<file path="src/rtl/seg_scroll_pkg.sv">
// Shared constants for the scrolling seven-segment display: glyph table,
// character-code layout and display FSM states.
package seg_scroll_pkg;

    localparam int CH_BLANK_BIT = 4;
    localparam int CH_HEX_MSB   = 3;
    localparam int CH_HEX_LSB   = 0;

    localparam logic [6:0] SEG_BLANK = 7'h7F;

    // Active-low {a,b,c,d,e,f,g} patterns for hex digits 0..F.
    localparam logic [6:0] HEX_SEG [16] = '{
        7'h01, 7'h4F, 7'h12, 7'h06, 7'h4C, 7'h24, 7'h20, 7'h0F,
        7'h00, 7'h04, 7'h08, 7'h60, 7'h31, 7'h42, 7'h30, 7'h38
    };

    typedef enum logic {BLANK, SHOW} disp_state_t;

    function automatic logic [6:0] glyph_seg(input logic [4:0] ch);
        if (ch[CH_BLANK_BIT]) begin
            return SEG_BLANK;
        end
        return HEX_SEG[ch[CH_HEX_MSB:CH_HEX_LSB]];
    endfunction

endpackage

</file>
<file path="src/rtl/button_debouncer.sv">
// Two-flop synchroniser plus stability counter; emits a one-cycle pulse
// when the debounced level rises.
module button_debouncer #(
    parameter int DEBOUNCE_CYCLES = 64
) (
    input  logic clk,
    input  logic reset,
    input  logic button,
    output logic press
);

    localparam int CW = $clog2(DEBOUNCE_CYCLES + 1);

    logic          sync1;
    logic          sync2;
    logic          level;
    logic [CW-1:0] cnt;

    always_ff @(posedge clk) begin
        if (!reset) begin
            sync1 <= 1'b0;
            sync2 <= 1'b0;
            level <= 1'b0;
            cnt   <= '0;
            press <= 1'b0;
        end else begin
            sync1 <= button;
            sync2 <= sync1;
            press <= 1'b0;
            if (sync2 != level) begin
                if (cnt == CW'(DEBOUNCE_CYCLES - 1)) begin
                    level <= sync2;
                    cnt   <= '0;
                    press <= sync2;
                end else begin
                    cnt <= cnt + 1'b1;
                end
            end else begin
                cnt <= '0;
            end
        end
    end

endmodule

</file>
<file path="src/rtl/seg_scroll_display.sv">
// Multiplexed scrolling message display with manual/auto stepping.
// Optional origin marker on dp enabled by SEG_SCROLL_ORIGIN_MARK_EN.
module seg_scroll_display
    import seg_scroll_pkg::*;
#(
    parameter int NUM_DIGITS      = 4,
    parameter int MSG_DEPTH       = 16,
    parameter int REFRESH_CYCLES  = 16,
    parameter int DEBOUNCE_CYCLES = 64,
    parameter int SCROLL_CYCLES   = 256
) (
    input  logic                         clk,
    input  logic                         reset,
    input  logic                         button,
    input  logic                         auto_mode,
    input  logic                         dir,
    input  logic                         wr_en,
    input  logic [$clog2(MSG_DEPTH)-1:0] wr_addr,
    input  logic [4:0]                   wr_data,
    output logic [NUM_DIGITS-1:0]        an,
    output logic [6:0]                   seg,
    output logic                         dp,
    output logic [$clog2(MSG_DEPTH)-1:0] pos
);

    localparam int AW = $clog2(MSG_DEPTH);
    localparam int DW = $clog2(NUM_DIGITS);
    localparam int RW = $clog2(REFRESH_CYCLES + 1);
    localparam int SW = $clog2(SCROLL_CYCLES + 1);
    localparam logic [NUM_DIGITS-1:0] AN_LEFT = {1'b1, {(NUM_DIGITS-1){1'b0}}};

    logic [4:0]    msg [MSG_DEPTH];
    logic          press;
    logic          scroll_tick;
    logic          step;
    logic [SW-1:0] scroll_cnt;

    disp_state_t   state;
    disp_state_t   state_nx;
    logic [DW-1:0] digit;
    logic [RW-1:0] refresh_cnt;
    logic          refresh_last;
    logic [AW-1:0] show_idx;

    button_debouncer #(
        .DEBOUNCE_CYCLES(DEBOUNCE_CYCLES)
    ) u_debounce (
        .clk   (clk),
        .reset (reset),
        .button(button),
        .press (press)
    );

    // Holding the counter at zero outside auto mode is what clears it on entry.
    assign scroll_tick = auto_mode && (scroll_cnt == SW'(SCROLL_CYCLES - 1));
    assign step        = auto_mode ? scroll_tick : press;

    always_ff @(posedge clk) begin
        if (!reset || !auto_mode || scroll_tick) begin
            scroll_cnt <= '0;
        end else begin
            scroll_cnt <= scroll_cnt + 1'b1;
        end
    end

    always_ff @(posedge clk) begin
        if (!reset) begin
            pos <= '0;
        end else if (step) begin
            pos <= dir ? pos - 1'b1 : pos + 1'b1;
        end
    end

    always_ff @(posedge clk) begin
        if (!reset) begin
            for (int unsigned i = 0; i < MSG_DEPTH; i++) begin
                msg[AW'(i)] <= {1'b0, 4'(i)};
            end
        end else if (wr_en) begin
            msg[wr_addr] <= wr_data;
        end
    end

    assign show_idx     = pos + AW'(digit);
    assign refresh_last = (refresh_cnt == RW'(REFRESH_CYCLES - 1));

    always_comb begin
        state_nx = state;
        case (state)
            BLANK:   state_nx = SHOW;
            SHOW:    if (refresh_last) state_nx = BLANK;
            default: state_nx = BLANK;
        endcase
    end

    // Outputs are loaded on the state transition so they line up with state.
    always_ff @(posedge clk) begin
        if (!reset) begin
            state       <= BLANK;
            digit       <= '0;
            refresh_cnt <= '0;
            an          <= '1;
            seg         <= SEG_BLANK;
`ifdef SEG_SCROLL_ORIGIN_MARK_EN
            dp          <= 1'b1;
`endif
        end else begin
            state <= state_nx;
            if (state == BLANK) begin
                refresh_cnt <= '0;
                an          <= ~(AN_LEFT >> digit);
                seg         <= glyph_seg(msg[show_idx]);
`ifdef SEG_SCROLL_ORIGIN_MARK_EN
                dp          <= (show_idx != '0);
`endif
            end else if (refresh_last) begin
                refresh_cnt <= '0;
                an          <= '1;
                seg         <= SEG_BLANK;
                digit       <= (digit == DW'(NUM_DIGITS - 1)) ? '0 : digit + 1'b1;
`ifdef SEG_SCROLL_ORIGIN_MARK_EN
                dp          <= 1'b1;
`endif
            end else begin
                refresh_cnt <= refresh_cnt + 1'b1;
            end
        end
    end

`ifndef SEG_SCROLL_ORIGIN_MARK_EN
    assign dp = 1'b1;
`endif

endmodule

</file>
<file path="config.mk">
export PLATFORM = sky130hd
export DESIGN_NAME = seg_scroll_display
export DESIGN_NICKNAME = d
export VERILOG_FILES = /design/src/rtl/seg_scroll_pkg.sv /design/src/rtl/button_debouncer.sv /design/src/rtl/seg_scroll_display.sv
export SDC_FILE = /design/constraint.sdc
export NUM_CORES = 1
export LEC_CHECK = 0
export ABC_CLOCK_PERIOD_IN_PS = 3550
export CAP_MARGIN = 30
export CORE_MARGIN = 2
export CORE_UTILIZATION = 35
export CTS_CLUSTER_SIZE = 25
export DETAILED_ROUTE_END_ITERATION = 10
export GPL_ROUTABILITY_DRIVEN = 1
export PLACE_DENSITY = 0.54
export SLEW_MARGIN = 20
export SYNTH_ARGS = -nofsm -noshare
export SYNTH_HDL_FRONTEND = slang
export SYNTH_SLANG_ARGS = --single-unit
</file>
<file path="constraint.sdc">
create_clock -name clk -period 3.55 [get_ports clk]
set_input_delay 0.355 -clock clk [delete_from_list [all_inputs] [get_ports clk]]
set_output_delay 0.355 -clock clk [all_outputs]
set_load 0.03 [all_outputs]
</file>
## After elaboration in Yosys (flattened, before gate mapping)

Memories as Yosys holds them, arrays and structs flattened.
Cells that the tools add are included.

| storage, ports and cells | value |
|---|---|
| latch bits | 0 |
| memories | 2 |
| output and inout port bits | 16 |
| memory bits (read-only) | 112 |
| input bits | 15 |
| bits in registers | 43 |
| logic and storage cells | 68 |
| memory bits (writable) | 80 |

Memory list:

| memory | depth | bits a word | read ports | clocked after Yosys merged registers in | wr ports | line | RTL |
|---|---|---|---|---|---|---|---|
| (name not given) | 16 | 7 | 1 | 0 | 0 | seg_scroll_pkg.sv:23 | `return HEX_SEG[ch[CH_HEX_MSB:CH_HEX_LSB]];` |
| msg | 16 | 5 | 1 | 0 | 16 | seg_scroll_display.sv:32 | `logic [4:0] msg [MSG_DEPTH];` |

| cells by class | value |
|---|---|
| shift-type cells | 1 |
| equality and inequality tests | 6 |
| reductions and logical operators | 11 |
| bitwise logic cells | 5 |
| mux-type cells | 23 |
| multipliers | 0 |
| div/mod/pow operators | 0 |
| $add $sub $neg | 7 |
| $lt $le $gt $ge | 1 |

Operators with widths:

| cell | count |
|---|---|
| $mux W7 | 6 |
| $mux W4 | 4 |
| $mux W1 | 10 |
| $add A9 B1 Y9 const B | 1 |
| $eq A9 B8 Y1 const B | 1 |
| $add A7 B1 Y7 const B | 1 |
| $eq A7 B6 Y1 const B | 1 |
| $reduce_or A3 Y1 | 2 |
| $add A5 B1 Y5 const B | 1 |
| $eq A5 B4 Y1 const B | 1 |
| $ge A5 B5 Y1 const B | 1 |
| $mux W5 | 1 |
| $not A4 Y5 | 1 |
| $reduce_or A5 Y1 | 1 |
| $add A4 B1 Y4 const B | 1 |
| $add A4 B2 Y4 | 1 |
| $not A4 Y4 | 1 |
| $reduce_and A2 Y1 | 2 |
| $shr A4 B2 Y4 const A | 1 |
| $sub A4 B1 Y4 const B | 1 |
| $not A1 Y1 | 3 |
| $reduce_and A3 Y1 | 1 |
| $add A2 B1 Y2 const B | 1 |
| $eq A2 B2 Y1 const B | 1 |
| other kinds (7) | 9 |

## Depth between registers and ports, before layout

Gate-level depths: netlist of run 1.
An unclocked memory read counts as a cell.

| depth | value |
|---|---|
| word-level depth | 8 |
| mapped depth | 12 |
| depth with buffers taken out | 11 |

## Cells and area by module

A second synthesis of run 1 with hierarchy kept.

| unflattened totals | value |
|---|---|
| cell total of the unflattened synthesis | 481 |
| area total of the unflattened synthesis | 5,931.9 um^2 |

By module, submodules not included:

| module | sequential area each (um^2) | area each (um^2) | times used | cells an instance |
|---|---|---|---|---|
| seg_scroll_display | 3,042.9 | 5,529.1 | 1 | 443 |
| button_debouncer | 220.2 | 402.9 | 1 | 38 |

## Least setup slack after synthesis of run 1

No wires, ideal clock.

| timing | value |
|---|---|
| path type | register to register |
| from | register pos[0] |
| to | register seg[5] |
| cell stages (with the launch flop) | 10 |
| period minus slack after synthesis | 3.318 ns |
| slack | 0.232 ns |
| arrival | 3.197 ns |
| library setup time | 0.122 ns |
| path buffers | 1 |
| required time | 3.428 ns |
| cells stage by stage | dfxtp_1 > ha_1 > fa_1 > buf_1 > mux4_2 > mux4_2 > inv_1 > ha_1 > nor3b_1 > o32a_1 |

| on the way | value |
|---|---|
| cells in the longest elaborated chain, start to end | 8 |
| elaborated cells between the ends (all ways) | 11 |
| those cells by class | add/sub: 1; mux: 7; bitwise: 1; memory: 2 |

Ends and longest elaborated chain:

| item | line | RTL |
|---|---|---|
| start, declared | seg_scroll_display.sv:23 | `output logic [$clog2(MSG_DEPTH)-1:0] pos` |
| start signal, assigned | seg_scroll_display.sv:70 | `pos <= dir ? pos - 1'b1 : pos + 1'b1;` |
| $add A4 B2 Y4 * | seg_scroll_display.sv:84 | `assign show_idx = pos + AW'(digit);` |
| $mem_v2 Z16 W5 * | - |  |
| $not A4 Y5 (implied by the code) | seg_scroll_pkg.sv:23 |  |
| $mem_v2 Z16 W7 | - |  |
| $mux W7 (implied by the code) (2 in a row) | seg_scroll_pkg.sv:23 |  |
| $mux W7 * | seg_scroll_pkg.sv:23 |  |
| $mux W7 * | seg_scroll_display.sv:109 | `if (state == BLANK) begin` |
| end signal, assigned | seg_scroll_display.sv:112 | `seg <= glyph_seg(msg[show_idx]);` |
| end, declared | seg_scroll_display.sv:21 | `output logic [6:0] seg,` |

Mark *: on every way between the ends. The rest lies on a longest branch, timed or not. The select of a mux whose other input is x is not followed.
A chain may end at the register's enable or synchronous reset.

## Worst setup path after layout of run 1

| timing | value |
|---|---|
| from | register digit[0] |
| to | register seg[5] |

| on the way | value |
|---|---|
| cells in the longest elaborated chain, start to end | 8 |
| elaborated cells between the ends (all ways) | 11 |
| those cells by class | add/sub: 1; mux: 7; bitwise: 1; memory: 2 |

Ends and longest elaborated chain:

| item | line | RTL |
|---|---|---|
| start, declared | seg_scroll_display.sv:40 | `logic [DW-1:0] digit;` |
| start signal, assigned | seg_scroll_display.sv:120 | `digit <= (digit == DW'(NUM_DIGITS - 1)) ? '0 : digit + 1'b1;` |
| $add A4 B2 Y4 * | seg_scroll_display.sv:84 |  |
| $mem_v2 Z16 W5 * | - |  |
| $not A4 Y5 (implied by the code) | seg_scroll_pkg.sv:23 |  |
| $mem_v2 Z16 W7 | - |  |
| $mux W7 (implied by the code) (2 in a row) | seg_scroll_pkg.sv:23 |  |
| $mux W7 * | seg_scroll_pkg.sv:23 |  |
| $mux W7 * | seg_scroll_display.sv:109 |  |

Marked as above.

==> results of run 1 <==
==> synth_stat cells (16+ instances only) <==
cell | instances | share of area, %
inv_1 | 16 | 0.97
ha_1 | 19 | 3.8
clkbuf_1 | 18 | 1.1
or3_1 | 30 | 3.0
o21ai_0 | 16 | 1.3
and2_1 | 57 | 5.7
edfxtp_1 | 80 | 39
dfxtp_1 | 43 | 14
mux4_2 | 19 | 6.9
nand2_1 | 21 | 1.3
nor2_1 | 49 | 3.0
mux2i_1 | 17 | 2.7
==> kinds of logic after synthesis <==
family	after synthesis	share of synthesized area (%)
simple gates	206	17.9
flops	123	52.6
compound gates	53	5.60
mux	51	13.5
buf+inv	43	3.25
fa+ha+maj	21	4.48
xor+xnor	18	2.66
other cells	1	0.0604
==> final cells by class <==
type / count / area share, %
sequential: 123 / 44.8
multi-input combinational: 350 / 37.6
clock buffer: 20 / 5.99
timing repair buffer: 42 / 5.49
tap: 225 / 3.86
clock inverter: 11 / 1.37
inverter: 17 / 0.876
==> final timing paths <==
path / end / slack (ps) / cells after the start
setup / recovery: seg[5] / 200 / 8
hold / removal: u_debounce.sync2 / 440 / 1
setup reg to reg: seg[5] / 200 / 8
hold reg to reg: u_debounce.sync2 / 440 / 1
==> state kept, by name (all words and copies together), names as in the netlist <==
register and flops:
digit 2, msg 80, u_debounce.sync2 1, pos 4
state 1, u_debounce.level 1, u_debounce.sync1 1, scroll_cnt 9
u_debounce.cnt 7, an 4, refresh_cnt 5, seg 7
u_debounce.press 1
==> power groups by stage <==
stage	Combinational [mW]	Sequential [mW]	Clock, mW
2_1_floorplan	0.122	1.64	0
3_3_place_gp	0.209	1.65	0
3_5_place_dp	0.213	1.65	0
4_1_cts	0.214	1.62	1.61
5_1_grt	0.233	1.62	1.67
6_report	0.212	1.62	1.58
==> layer usage <==
| metal | global-route usage (%) | wire (um) | part of all wire [%] | up-vias |
|---|---|---|---|---|
| li1 | - | - | - | 1936 |
| met1 | 21.1 | 6370 | 48 | 1932 |
| met5 | 0 | 0 | 0 | - |
| met2 | 24.4 | 6190 | 47 | 81 |
| met4 | 4.75 | 194 | 1.5 | 0 |
| met3 | 4.41 | 541 | 4.1 | 16 |
==> summary.txt, run 1 <==
Critical path
  – Worst Setup SP: digit[0]
  – Crit-path cells: ha_1, fa_1, mux4_2, mux4_2, inv_1, ha_1, nor3b_1, o32a_1
  – Critical Path Max Stage Delay: between 800 and 900 ps
  – Buf/Inv on CP: 1
  – Kind of cell adding the most delay to the critical path: adder cells
  – Setup crit start kind: register
  – Crit path kind: reg -> reg
  – CP arrival: roughly 3700 ps
  – Slowest cell on crit path: fa_1
  – CP max FO: 10
  – Worst Path Required: 3850 ps
  – RR Startpoint: digit[0]
  – Crit path capture type: register

Clocking
  – Post-CTS Setup Inserts: 0
  – Sink Count: about 120
  – Cts hold-fix bufs: 0
  – CTS resizes: 0
  – H-Tree Depth: 4
  – Clk buf depth: 2
  – CTS buffer count: 17
  – CTS Root Cell: clkbuf_16
  – Clock transition at the registers of the reported paths: roughly 60 ps
  – Clk_lat worst skew: 410 ps
  – CTS tree: done

Detailed routing
  – Number of remaining DRC errors: 0
  – DR WL/cell: 16.9 um
  – Vias: 3965
  – DR iter-0 viols: 152
  – Drt via density: 5.03
  – Detail Route Antenna Nets: 0
  – Drt total wl: 13300 um
  – DR pass1 iterations: 4

STA
  – RSZ-0062 raised after global routing: no
  – Fin crit share: 94.3%
  – Relative slew slack: between 30 and 40%
  – Fin crit period: 3350 ps
  – Final Hold Viols: 0
  – Fin Setup TNS: 0 ps
  – Worst Tran Pin Value: 947 ps
  – Max-slew violations: 0
  – Endpoints failing setup: 0
  – Post-route setup slack: 203 ps
  – Hold Slack: 436 ps
  – Fmax: about 300 MHz
  – Setup Skew: 7.81 ps

Die
  – Cell row count: 48
  – Ports: 31
  – Starting density of the core: 35.9%
  – Die Wd: between 100 and 150 um
  – Core area: 17300 um2
  – Die area: 18800 um2
  – Chip height: roughly 140 um

Logic synthesis
  – Net Count, Synth: 552
  – Number of synthesized flops with an enable pin: 80
  – Synth Flop Type: edfxtp_1
  – Post-synthesis sequential area ratio: 52.6%
  – Synth Warn #: 0
  – Seq cells post-synth: 123
  – Unique cell type count in the Yosys netlist: 53
  – Async set-reset flop share out of synthesis: 0%
  – Post-Synthesis Cells: 516
  – Cell area after synthesis: 6210 um2
  – Syn Area/Cell: 12.0 um2

Layout
  – Antenna cells: 0
  – Multi-input gate area: 2740 um2
  – Final Core Density: 42.1%
  – Most frequent cells in the layout: edfxtp_1 (80), and2_1 (57), nor2_1 (49)
  – Non-filler cells, final: just under 800
  – Sequential Area: 3260 um2
  – Final nets: 587
  – Final Cell Area: 7290 um2
  – FILL cells: 1607
  – Area Growth Syn to Fin: 17.4%
  – Most common cell after layout, fill and taps aside: edfxtp_1
  – Layout cell share with drive strength beyond 1: 13.3%

Placement
  – Placed Area: 6750 um2
  – PortBufs: 29
  – Worst slack, placed: 187 ps
  – Placed insts: 757
  – Post-DP HPWL: roughly 9600 um
  – GP Congestion: 0.889

Power and ir drop
  – Clk pwr share: 46.3%
  – Switching part of the total power: 22.9%
  – Leakage dissipation: 2.52 nW
  – VDD IR max: 307 uV
  – Switching component of the power: 779 uW
  – Internal power: 2.63 mW
  – Flop pwr share: 47.5%
  – Combinational group share of total power: a little over 6%
  – Pwr/cell area: between 400 and 500 nW/um2
  – PnR Total Power: ~3.4 mW

Min path
  – Hold Path Class: reg -> reg
  – HP Start: u_debounce.sync1

Global routing
  – GRT Overall Usage: 15.6%
  – Grt total ovfl: 0
  – Vias in the first global route: 3975
  – Global-route wire length before repair: 21700 um
  – Antenna violations before repair: 0
  – Largest net degree at the start of global routing: 31

Run
  – # Max-Cap Violations: 0

Run status
  – Status: complete, no violations
Power figures use the tool's default switching activity.
==> run 2: changes to the inputs <==
--- a/config.mk
+++ b/config.mk
@@ -5,6 +5,7 @@
 export SDC_FILE = /design/constraint.sdc
 export NUM_CORES = 1
 export LEC_CHECK = 0
+export ABC_AREA = 1
 export ABC_CLOCK_PERIOD_IN_PS = 3550
 export CAP_MARGIN = 30
 export CORE_MARGIN = 2
@@ -13,6 +14,7 @@
 export DETAILED_ROUTE_END_ITERATION = 10
 export GPL_ROUTABILITY_DRIVEN = 1
 export PLACE_DENSITY = 0.54
+export SKIP_CTS_REPAIR_TIMING = 1
 export SLEW_MARGIN = 20
 export SYNTH_ARGS = -nofsm -noshare
 export SYNTH_HDL_FRONTEND = slang
==> summary.txt, run 2 <==
Run status
  – Status: complete, no violations

Critical path
  – CP max FO: 15 (+5)
  – Critical Path Max Stage Delay: 600 ps (-210 ps)
  – Worst reg2reg path depth: 14 (+6)
  – Crit-path cells: ha_1, fa_1, inv_1, nor2_1, o21ai_0, nand3_1, nand3_1, nand2_1, inv_1, ha_1, nand3_1, nand2_1, nor2_1, nor2_1
  – Critical Path Stages: 14 (+6)
  – Crit path capture type: register
  – Crit path kind: reg -> reg
  – Setup crit start kind: register
  – CP arrival: 3180 ps (-470 ps)
  – Slowest cell on crit path: fa_1
  – Buf/Inv on CP: 2 (+1)
  – Worst Path Required: 3860 ps (about the same)
  – Kind of cell adding the most delay to the critical path: adder cells

Layout
  – Max reg flops: 80 (unchanged)
  – Most common cell after layout, fill and taps aside: nor2_1
  – Antenna cells: 0 (unchanged)
  – Final nets: 765 (+30%)
  – Biggest register: msg
  – Layout cell share with drive strength beyond 1: 6.60% (-6.7 points)
  – Area Growth Syn to Fin: 18.2%
  – Biggest regs: msg (80), scroll_cnt (9)
  – Most frequent cells in the layout: nor2_1 (163), nand2_1 (145), inv_1 (81)

Detailed routing
  – Vias: 4541 (+15%)
  – DR pass1 iterations: 5 (+1)
  – Detail Route Antenna Nets: 0 (unchanged)
  – DR WL/cell: 14.1 um (-17%)
  – Number of remaining DRC errors: 0 (unchanged)
  – Drt total wl: 13500 um (+1.8%)
  – DR iter-0 viols: 323 (+110%)
  – Drt via density: 4.72 (-6.2%)

Logic synthesis
  – Most frequent cell after synthesis: nor2_1
  – Post-synth top area share: 40.6% (+1.9 points)
  – Net Count, Synth: 737 (+34%)
  – Post-synthesis sequential area ratio: 55.1% (+2.6 points)
  – Cell area after synthesis: 5920 um2 (-4.6%)
  – Unique cell type count in the Yosys netlist: 31 (-42%)
  – Synth cell count leaders: nor2_1 (163), nand2_1 (145), inv_1 (81)
  – Top cells by area, synth: edfxtp_1 (41%), dfxtp_1 (15%), nor2_1 (10%)
  – Synth area leader: edfxtp_1
  – Async set-reset flop share out of synthesis: 0% (unchanged)
  – Post-Synthesis Cells: 701 (+36%)
  – Seq cells post-synth: 123 (unchanged)
  – Synth Warn #: 0 (unchanged)
  – Number of synthesized flops with an enable pin: 80 (unchanged)
  – Synth Flop Type: edfxtp_1
  – Syn Area/Cell: 8.44 um2 (-30%)

Die
  – Chip height: 134 um (-2.3%)
  – Ports: 31 (unchanged)
  – Cell row count: 47 (-2.1%)
  – Die Wd: 134 um (-2.3%)
  – Die area: 18000 um2 (-4.5%)
  – Core area: 16600 um2 (-4.1%)
  – Starting density of the core: 35.7% (-0.19 points)

STA
  – Fin Setup TNS: 0 ps (unchanged)
  – Max-slew violations: 0 (unchanged)
  – Worst Tran Pin Value: 771 ps (-176 ps)
  – Fin crit period: 2870 ps (-473 ps)
  – RSZ-0062 raised after global routing: no
  – Endpoints failing setup: 0 (unchanged)
  – Final Hold Viols: 0 (unchanged)
  – Fin crit share: 81.0% (-13 points)
  – Setup Skew: 4.27 ps (-3.54 ps)
  – Fmax: 348 MHz (+16%)
  – Relative slew slack: 48.5% (+12 points)

Min path
  – Hold Path Class: reg -> reg
  – Hold Path Stages: 2 (+1)

Global routing
  – Global-route wire length before repair: 22000 um (+0.98%)
  – Largest net degree at the start of global routing: 38 (+23%)
  – Antenna violations before repair: 0 (unchanged)
  – Grt total ovfl: 0 (unchanged)
  – GRT Overall Usage: 16.0% (+0.36 points)
  – Vias in the first global route: 4466 (+12%)

Run
  – # Max-Cap Violations: 0 (unchanged)

Power and ir drop
  – VDD IR max: 338 uV (+10%)
  – PnR Total Power: 3.51 mW (+3.2%)
  – Pwr/cell area: 502 nW/um2 (+7.5%)
  – Leakage dissipation: 2.79 nW (+10%)

Clocking
  – Clk_lat worst skew: 420 ps (about the same)
  – CTS tree: done
  – H-Tree Depth: 4 (unchanged)
  – CTS Root Cell: clkbuf_16
  – Sink Count: 123 (unchanged)
  – Clk buf depth: 2 (unchanged)
  – CTS buffer count: 17 (unchanged)
  – Clock transition at the registers of the reported paths: 60 ps (about the same)

Placement
  – Post-DP HPWL: 9550 um (-0.51%)
  – PortBufs: 29 (unchanged)
  – GP Congestion: 0.804 (-9.6%)
run 2: changes by cell type after synthesis, sizes merged, moves of 11 or more:
| cell | delta |
|---|---|
| nand2 | +128 |
| nor2 | +114 |
| inv | +69 |
| and2 | -57 |
| nand3 | +44 |
| or3 | -30 |
| mux4 | -23 |
| mux2i | -18 |
| o21ai | +18 |
| nand2b | -12 |
| xnor2 | -11 |
run 2: path summary, 6_finish.rpt:
| kind | from | endpoint | slack (ps) |
|---|---|---|---|
| max | digit[0] | seg[5] | 680 |
| max reg2reg | digit[0] | seg[5] | 680 |
| min reg2reg | u_debounce.sync1 | u_debounce.sync2 | 410 |
| min | u_debounce.sync1 | u_debounce.sync2 | 410 |
run 2: power breakdown:
part	internal, mW	switching, mW	leakage (nW)	total (mW)
Sequential	1.59	0.0218	1.13	1.61
Combinational	0.0630	0.140	1.36	0.203
Clock	1.06	0.639	0.302	1.70
run 2: layer usage:
| metal | up-vias | wire [um] | global-route usage (%) |
|---|---|---|---|
| met5 | - | 0 | 0 |
| met4 | 0 | 311 | 7.72 |
| met3 | 23 | 519 | 3.48 |
| met2 | 98 | 6590 | 26.9 |
| met1 | 2115 | 6120 | 19.5 |
| li1 | 2305 | - | - |
run 2: logic make-up after synthesis:
| kind of cell | Yosys count | synth area share, % |
|---|---|---|
| xor+xnor | 6 | 1.14 |
| fa+ha+maj | 21 | 4.69 |
| other cells | 1 | 0.0634 |
| flops | 123 | 55.1 |
| simple gates | 381 | 26.3 |
| buf+inv | 108 | 7.23 |
| compound gates | 61 | 5.39 |
run 2: area by class of cell:
cell class	count	area, um2
flip-flops and latches	123	3260
fillers	1643	9590
inverters	85	319
multi-input cells	470	2230
clock buffers	23	532
well taps	220	275
repair buffers	32	313
clock inverters	9	66.3
run 2: tightest hold or removal path, stage by stage, from the launching register on:
cell and delay, ps:
dfxtp_1 300, nand2_1 50, inv_1 40
run 2: through the flow:
stage / area [um2] / setup WS (ps) / instances / hold slack (ps) / util, %
after floorplan: 5920 / 812 / 701 / 390 / -
after global placement: 6400 / 733 / 930 / 397 / 38.6
after detailed placement: 6400 / 663 / 930 / 403 / 38.6
after CTS: 7000 / 651 / 962 / 416 / 42.2
after global routing: 7000 / 333 / 962 / 447 / 42.2
final: 7000 / 676 / 962 / 414 / 42.2
==> run 3: changes to the inputs <==
--- a/config.mk
+++ b/config.mk
@@ -6,14 +6,14 @@
 export NUM_CORES = 1
 export LEC_CHECK = 0
 export ABC_AREA = 1
-export ABC_CLOCK_PERIOD_IN_PS = 3550
+export ABC_CLOCK_PERIOD_IN_PS = 2400
 export CAP_MARGIN = 30
 export CORE_MARGIN = 2
 export CORE_UTILIZATION = 35
 export CTS_CLUSTER_SIZE = 25
 export DETAILED_ROUTE_END_ITERATION = 10
 export GPL_ROUTABILITY_DRIVEN = 1
-export PLACE_DENSITY = 0.54
+export PLACE_DENSITY = 0.56
 export SKIP_CTS_REPAIR_TIMING = 1
 export SLEW_MARGIN = 20
 export SYNTH_ARGS = -nofsm -noshare
==> constraint.sdc (replaced) <==
create_clock -name clk -period 2.4 [get_ports clk]
set_input_delay 0.24 -clock clk [delete_from_list [all_inputs] [get_ports clk]]
set_output_delay 0.24 -clock clk [all_outputs]
set_load 0.03 [all_outputs]
==> summary.txt, run 3 (synthesis results as in run 2) <==
Critical path
  – Kind of cell adding the most delay to the critical path: adder cells
  – Crit path capture type: register
  – Critical Path Max Stage Delay: 630 ps (+30 ps)
  – Slowest cell on crit path: fa_2
  – RR Startpoint: pos[0]
  – Reg2reg setup slack: -220 ps (-900 ps)
  – Worst reg2reg path depth: 17 (+3)
  – Top cell by count, worst path: nand3_1
  – Crit-path cells: ha_4, fa_2, buf_12, clkbuf_16, nor2_2, o21ai_1, nand3_1, nand2_1, nand2_2, nand2_4, inv_2, ha_4, nand3b_1, nand3_1, nand3_1, nand2_1, inv_1
  – Worst Path Required: 2720 ps (-1140 ps)
  – Crit path kind: reg -> reg
  – Buf/Inv on CP: 4 (+2)
  – Setup crit start kind: register
  – CP arrival: 2940 ps (-240 ps)
  – Crit Reg-Reg Endpoint: seg[6]
  – CP max FO: 6 (-9)

Placement
  – PortBufs: 29 (unchanged)
  – Worst slack, placed: -139 ps (-802 ps)
  – Post-DP HPWL: 9840 um (+3.0%)
  – Placed Area: 6690 um2 (+4.6%)
  – Placed insts: 961 (+3.3%)
  – GP Congestion: 0.826 (+2.7%)

Layout
  – FILL cells: 1618 (-1.5%)
  – Final Cell Area: 7540 um2 (+7.7%)
  – Most frequent cells in the layout: nor2_1 (153), nand2_1 (137), edfxtp_1 (80)
  – Max reg flops: 80 (unchanged)
  – Layout cell share with drive strength beyond 1: 16.4% (+9.8 points)
  – Most common cell after layout, fill and taps aside: nor2_1
  – Area Growth Syn to Fin: 27.4%
  – Biggest regs: msg (80), scroll_cnt (9)
  – Final nets: 804 (+5.1%)
  – Final Core Density: 45.5% (+3.3 points)
  – Antenna cells: 0 (unchanged)
  – Non-filler cells, final: 1001 (+4.1%)
  – Biggest register: msg

Clocking
  – Sink Count: 123 (unchanged)
  – CTS tree: done
  – CTS Root Cell: clkbuf_16
  – Clock transition at the registers of the reported paths: 50 ps (about the same)
  – CTS buffer count: 17 (unchanged)
  – Clk_lat worst skew: 420 ps (about the same)
  – H-Tree Depth: 4 (unchanged)
  – Clk buf depth: 2 (unchanged)

Global routing
  – Largest net degree at the start of global routing: 44 (+16%)
  – Global-route wire length before repair: 22600 um (+2.9%)
  – Antenna violations before repair: 0 (unchanged)
  – Grt total ovfl: 0 (unchanged)
  – Vias in the first global route: 4544 (+1.7%)
  – GRT Overall Usage: 16.3% (+0.35 points)

Min path
  – HP Start: button
  – Hold Path Class: in -> reg
  – Hold endpoint: u_debounce.sync1
  – Hold Path Stages: 3 (+1)

STA
  – Final Hold Viols: 0 (unchanged)
  – Worst Tran Pin Value: 742 ps (-29.8 ps)
  – Fin Setup TNS: -1060 ps (-1060 ps)
  – Endpoints failing setup: 7 (+7)
  – Max-slew violations: 0 (unchanged)
  – Relative slew slack: 50.5% (+2.0 points)
  – Setup Skew: 6.17 ps (+1.91 ps)
  – Fin crit share: 109% (+28 points)
  – Fin crit period: 2620 ps (-250 ps)
  – RSZ-0062 raised after global routing: yes
  – Post-route setup slack: -224 ps (-900 ps)
  – Fmax: 381 MHz (+9.5%)
  – Hold Slack: 347 ps (-67.8 ps)

Detailed routing
  – Detail Route Antenna Nets: 0 (unchanged)
  – DR iter-0 viols: 226 (-30%)
  – DR pass1 iterations: 7 (+2)
  – Drt via density: 4.72 (about the same)
  – Vias: 4724 (+4.0%)
  – DR WL/cell: 14.1 um (+0.53%)
  – Number of remaining DRC errors: 0 (unchanged)
  – Drt total wl: 14200 um (+4.6%)

Power and ir drop
  – PnR Total Power: 5.21 mW (+48%)
  – VDD IR max: 497 uV (+47%)
  – Internal power: 4.04 mW (+49%)
  – Pwr/cell area: 691 nW/um2 (+38%)
  – Clk pwr share: 47.6% (-0.8 points)
  – Combinational group share of total power: 6.6% (+0.8 points)
  – Switching component of the power: 1.17 mW (+46%)
  – Switching part of the total power: 22.5% (-0.34 points)
  – Leakage dissipation: 3.00 nW (+7.6%)
  – Flop pwr share: 45.7% (about the same)

Run status
  – Status: finished with violations
  – Failing checks: negative setup slack

Die
  – Core area: 16600 um2 (unchanged)
  – Die Wd: 134 um (unchanged)
  – Die area: 18000 um2 (unchanged)
  – Starting density of the core: 35.7% (unchanged)
  – Cell row count: 47 (unchanged)
  – Ports: 31 (unchanged)
  – Chip height: 134 um (unchanged)

Run
  – # Max-Cap Violations: 0 (unchanged)
## run 3: cell types whose count changed in the layout (fill, tap and decap cells not counted), sizes merged
| cell | delta |
|---|---|
| clkbuf | -2 |
| inv | -6 |
| buf | +38 |
| clkinvlp | +2 |
| bufinv | +2 |
| clkinv | +5 |
## run 3: worst max-delay path by stage
stage               cells past startpoint      to  slack, ps     start
floorplan                              18  seg[3]        -30    pos[0]
global placement                       15  seg[5]        -70    pos[0]
detailed placement                     17  seg[6]       -140  digit[0]
CTS                                    17  seg[3]       -150  digit[0]
global route                           16  seg[6]       -340    pos[0]
finish                                 17  seg[6]       -220    pos[0]
## run 3: metal layers
metal | share of wire (%) | global-route usage [%]
met1 | 45 | 20.1
met2 | 49 | 27.6
met3 | 4.5 | 3.51
met4 | 1.9 | 7.37
met5 | 0 | 0
## run 3: power by group through the flow
stage / Combinational (mW) / Clock, mW / Sequential, mW
global route: 0.379 / 2.62 / 2.39
floorplan: 0.180 / 0 / 2.43
CTS: 0.317 / 2.52 / 2.38
detailed placement: 0.316 / 0 / 2.42
finish: 0.344 / 2.48 / 2.38
global placement: 0.312 / 0 / 2.42
## run 3: layout make-up
type,instances,area [um2],area share (%)
Clock inverter,12,121,1.61
Multi-Input combinational cell,470,2400,31.9
Inverter,85,324,4.30
Timing Repair Buffer,71,686,9.10
Tap cell,220,275,3.65
Sequential cell,123,3270,43.4
Clock buffer,20,457,6.06
## run 3: worst min-delay path, cell delays in order
cell             delay [ps]
clkdlybuf4s50_1         390
nand2_1                  60
inv_1                    30
